<file path="config.mk">
export PLATFORM = sky130hd
export DESIGN_NAME = uart_apb_initiator
export DESIGN_NICKNAME = d
export VERILOG_FILES = /design/src/rtl/uart_apb_pkg.sv /design/src/rtl/apb_wait_timer.sv /design/src/rtl/uart_apb_initiator.sv
export SDC_FILE = /design/constraint.sdc
export NUM_CORES = 1
export LEC_CHECK = 0
export BUFFER_PORTS_ARGS = -buffer_cell sky130_fd_sc_hd__buf_2
export CORE_MARGIN = 5
export CORE_UTILIZATION = 25
export DETAILED_ROUTE_END_ITERATION = 10
export PLACE_DENSITY_LB_ADDON = 0.15
export SLEW_MARGIN = 5
export SYNTH_ARGS = -nofsm -noshare
export SYNTH_HDL_FRONTEND = slang
export SYNTH_SLANG_ARGS = --single-unit
</file>
<file path="constraint.sdc">
create_clock -name PCLK -period 3.6 [get_ports PCLK]
set_input_delay 0.72 -clock PCLK [delete_from_list [all_inputs] [get_ports PCLK]]
set_output_delay 0.72 -clock PCLK [all_outputs]
set_load 0.01 [all_outputs]
</file>
<file path="src/rtl/uart_apb_pkg.sv">
// Shared definitions for the UART bridge APB initiator: FSM states, register map
// and enable-register bit positions.
package uart_apb_pkg;

    typedef enum logic [1:0] {
        ST_IDLE   = 2'd0,
        ST_SETUP  = 2'd1,
        ST_ACCESS = 2'd2,
        ST_RESP   = 2'd3
    } apb_init_state_t;

    localparam logic [4:0] ADDR_ENABLE  = 5'h00;
    localparam logic [4:0] ADDR_CONTROL = 5'h04;
    localparam logic [4:0] ADDR_STATUS  = 5'h08;
    localparam logic [4:0] ADDR_DATA    = 5'h0C;

    localparam int TX_EN = 0;
    localparam int RX_EN = 1;

endpackage

</file>
<file path="src/rtl/apb_wait_timer.sv">
// Saturating count of ACCESS cycles spent without PREADY; flags the cycle in which
// the TIMEOUT-th wait cycle is being sampled.
module apb_wait_timer #(
    parameter int TIMEOUT = 255
) (
    input  logic PCLK,
    input  logic PRESETn,
    input  logic clear,
    input  logic enable,
    output logic expired
);

    localparam int CW = $clog2(TIMEOUT + 1);
    localparam logic [CW-1:0] LIMIT = CW'(TIMEOUT);
    localparam logic [CW-1:0] LAST  = CW'(TIMEOUT - 1);

    logic [CW-1:0] count_reg;

    always_ff @(posedge PCLK or negedge PRESETn) begin
        if (!PRESETn) begin
            count_reg <= '0;
        end else if (clear) begin
            count_reg <= '0;
        end else if (enable && (count_reg != LIMIT)) begin
            count_reg <= count_reg + 1'b1;
        end
    end

    // count_reg holds the number of earlier wait cycles, so the current low
    // PREADY is the TIMEOUT-th one when the count has reached TIMEOUT-1.
    assign expired = (count_reg >= LAST);

endmodule

</file>
<file path="src/rtl/uart_apb_initiator.sv">
// APB requester driving the UART bridge slave port from a valid/ready command
// interface, with a PREADY wait-state timeout and one response pulse per command.
module uart_apb_initiator
    import uart_apb_pkg::*;
#(
    parameter int ADDR_W  = 5,
    parameter int DATA_W  = 32,
    parameter int TIMEOUT = 255
) (
    input  logic              PCLK,
    input  logic              PRESETn,
    input  logic              req_valid,
    output logic              req_ready,
    input  logic              req_write,
    input  logic [ADDR_W-1:0] req_addr,
    input  logic [DATA_W-1:0] req_wdata,
    output logic              rsp_valid,
    output logic [DATA_W-1:0] rsp_rdata,
    output logic              rsp_error,
    output logic              busy,
    output logic              PSEL,
    output logic              PENABLE,
    output logic              PWRITE,
    output logic [ADDR_W-1:0] PADDR,
    output logic [DATA_W-1:0] PWDATA,
    input  logic [DATA_W-1:0] PRDATA,
    input  logic              PREADY
);

    apb_init_state_t state_reg, state_next;
    logic            req_ready_reg;
    logic            timer_clear;
    logic            timer_enable;
    logic            timer_expired;

    assign timer_clear  = (state_reg == ST_SETUP);
    assign timer_enable = (state_reg == ST_ACCESS) && !PREADY;

    apb_wait_timer #(
        .TIMEOUT (TIMEOUT)
    ) u_wait_timer (
        .PCLK    (PCLK),
        .PRESETn (PRESETn),
        .clear   (timer_clear),
        .enable  (timer_enable),
        .expired (timer_expired)
    );

    always_comb begin
        state_next = state_reg;
        case (state_reg)
            ST_IDLE:   if (req_valid) state_next = ST_SETUP;
            ST_SETUP:  state_next = ST_ACCESS;
            ST_ACCESS: if (PREADY || timer_expired) state_next = ST_RESP;
            ST_RESP:   state_next = ST_IDLE;
            default:   state_next = ST_IDLE;
        endcase
    end

    always_ff @(posedge PCLK or negedge PRESETn) begin
        if (!PRESETn) begin
            state_reg     <= ST_IDLE;
            req_ready_reg <= 1'b0;
            PWRITE        <= 1'b0;
            PADDR         <= '0;
            PWDATA        <= '0;
            rsp_rdata     <= '0;
            rsp_error     <= 1'b0;
        end else begin
            state_reg     <= state_next;
            // Registered so ready stays low while reset is held and rises one
            // cycle after release.
            req_ready_reg <= (state_next == ST_IDLE);
            if ((state_reg == ST_IDLE) && req_valid) begin
                PWRITE <= req_write;
                PADDR  <= req_addr;
                PWDATA <= req_wdata;
            end
            if (state_reg == ST_ACCESS) begin
                if (PREADY) begin
                    rsp_rdata <= PWRITE ? '0 : PRDATA;
                    rsp_error <= 1'b0;
                end else if (timer_expired) begin
                    rsp_rdata <= '0;
                    rsp_error <= 1'b1;
                end
            end
        end
    end

    assign req_ready = req_ready_reg;
    assign busy      = (state_reg != ST_IDLE);
    assign PSEL      = (state_reg == ST_SETUP) || (state_reg == ST_ACCESS);
    assign PENABLE   = (state_reg == ST_ACCESS);
    assign rsp_valid = (state_reg == ST_RESP);

endmodule

</file>
==> run_results.csv <==
group,metric,value,unit
outcome,status,"completed",
synthesis,ys_top_cells_by_count,"dfrtp_1 (82), inv_1 (41), mux2_2 (38)",
synthesis,synth_edf_count,0,
synthesis,synthArstFlopShare,100,%
synthesis,synth_most_common_cell,"dfrtp_1",
worst_hold_path,hp-class,"input pin to asynchronous set/reset pin",
setup_path,rr_startpoint,"state_reg[0]$_DFF_PN0_",
synthesis,synth_top_cell_area_share,58.0,%
timing,slew_headroom,27.6,%
cells_and_area,n_fill_cell,1451,
setup_path,path_delay_family,"flip-flops",
global_route,grt_pass1_wl,15500,um
route,ant_nets,0,
timing,max_freq,0.468,GHz
cells_and_area,area.growth.synth_to_final,34.3,%
pwr,p_leak,2.41,nW
clock_network,cts_root_buffer,"clkbuf_16",
clock_network,post_cts_resized,0,
timing,period_needed,2140,ps
setup_path,crit_type,"register to output port",
setup_path,slowest_stage,"dfrtp_1",
route,first_pass_iters,4,
cells_and_area,drive_gt1_share,48.2,%
clock_network,cts.sinks,82,
global_route,grt_start_max_net_pins,41,
synthesis,syn_inst,293,
setup_path,worst_setup_path_end_kind,"output port",
route,first_iter_violations,115,
setup_path,startpoint,"state_reg[0]$_DFF_PN0_",
timing,final.period_utilization,59.3,%
pwr,p_per_area,862,nW/um2
die,start_util,25.5,%
global_route,grtUsageTotal,12.1,%
timing,setup_violations,0,
synthesis,netlist_area,3540,um2
setup_path,cp_slowest_stage_delay,420,ps
timing,worst_slew_pin_slew,1080,ps
synthesis,yosys-top-cells-area,"dfrtp_1 (58%), mux2_2 (12%), a22oi_1 (6.8%)",
die,die_h,129,um
die,core-area,13900,um2
place,dp_hpwl,6790,um
global_route,grt_remaining_overflow,0,
timing,hold_ws,363,ps
synthesis,yosys.area.top_type,"dfrtp_1",
route,drc_errors,0,
synthesis,ys_seq_area_share,58.0,%
clock_network,cts_setup_buffers,0,
synthesis,yosysUniqueCellTypes,39,
setup_path,r2r-end,"rsp_error$_DFFE_PN0P_",
timing,rsz0062_at_grt,"false",
route,num_vias,2791,
timing,hold_viol_final,0,
clock_network,hold_buffers,0,
synthesis,yosys_warnings,0,
place,gp_congestion,0.755,
cells_and_area,seq_area,2050,um2
setup_path,critPathRequiredTime,2880,ps
synthesis,avgSynthCellArea,12.1,um2
cells_and_area,layout.nets,522,
setup_path,cp.arrival,1420,ps
setup_path,r2r_cells,5,
die,fp.dieArea,16600,um2
setup_path,cp_max_fo,8,
clock_network,numCtsBuffers,9,
die,top_level_ports,150,
route,drt_wl_total,9600,um
clock_network,cts_tree,"done",
place,portBuffers,149,
synthesis,synth-seq-cells,82,
route,wl_per_cell,15.3,um
timing,final_max_slew_viol_count,0,
setup_path,path_buf_inv,2,
setup_path,r2r_slack,1490,ps
pwr,vdd_ir_drop_max,0.279,mV
die,die_w,129,um
flow_run,drv_cap,0,
timing,fin_setup_tns,0,ps
timing,skew,7.62,ps
clock_network,clk_pin_slew_worst_paths,60,ps
cells_and_area,multi_input_area,1260,um2
setup_path,startpoint_type,"register",
route,vias_per_cell,4.46,
global_route,antenna_found_initial,0,
global_route,grt_pass1_vias,2931,
synthesis,synthFlopType,"dfrtp_1",
setup_path,crit_chain,"inv_1, ha_1, buf_2",
clock_network,cts_buffer_depth,2,
die,rows,43,
synthesis,syn_nets,374,
clock_network,clock_latency,350,ps
clock_network,htreeDepth,3,
cells_and_area,n_antenna_cell,0,
[area by class of cell]
type,count,share of cell area (%)
clock buffers,10,4.82
clock inverters,6,0.896
inverters,41,3.24
multi-input cells,153,26.5
flip-flops and latches,82,43.2
well taps,180,4.74
repair buffers,154,16.6
[cells by family (layout without fill, tap and decap cells)]
logic type	after synthesis	after routing	synth area share, %
AO/OA/AOI/OAI	84	84	15.9
flip-flops	82	82	58.0
buffers and inverters	58	211	6.37
multiplexers	40	40	13.0
AND/OR/NAND/NOR	22	22	4.25
adder cells (fa/ha/maj)	7	7	2.48
[report_power, final]
| group | total [mW] | switching, mW | leakage, nW | internal [mW] |
|---|---|---|---|---|
| logic | 1.64 | 0.827 | 1.35 | 0.809 |
| registers | 1.60 | 0.255 | 0.933 | 1.34 |
| clock network | 0.859 | 0.391 | 0.129 | 0.468 |
| total | 4.09 | 1.47 | 2.41 | 2.62 |
[worst max-delay path by stage]
stage	cells past startpoint	to
finish	3	PENABLE
global route	5	rsp_rdata[13]$_DFFE_PN0P_
CTS	3	PENABLE
detailed placement	5	rsp_error$_DFFE_PN0P_
global placement	5	rsp_error$_DFFE_PN0P_
floorplan	4	PWDATA[10]$_DFFE_PN0P_
[layer usage]
layer	GRT usage (%)	part of all wire [%]
met3	3.15	6.9
met1	14.7	41
met2	19.6	50
met4	6.49	1.9
met5	0	0
[layout by cell type (no fill, tap or decap), types with 3 or more instances in the layout]
cell / count
a21oi_1: 4
a22oi_1: 32
buf_2: 148
buf_4: 6
clkbuf_16: 9
dfrtp_1: 82
ha_1: 7
inv_1: 41
mux2_2: 38
nand2_1: 3
nor2_1: 3
nor3_1: 4
o21ai_0: 32
[worst register-to-register path: stages, from the launching register on]
cell	delay (ps)
dfrtp_1	410
inv_1	110
ha_1	310
inv_1	820
nor3_1	160
a2bb2oi_1	170
[metrics by stage]
stage	instances	total power [mW]	setup WS [ps]	area [um2]	util [%]
global placement	610	3.25	1540	4480	32.2
detailed placement	610	3.30	1460	4480	32.2
finish	626	4.09	1460	4750	34.2
floorplan	293	2.59	1940	3540	-
CTS	626	4.19	1420	4750	34.2
global route	626	4.44	1240	4750	34.2
(Power assumes the default switching activity.)
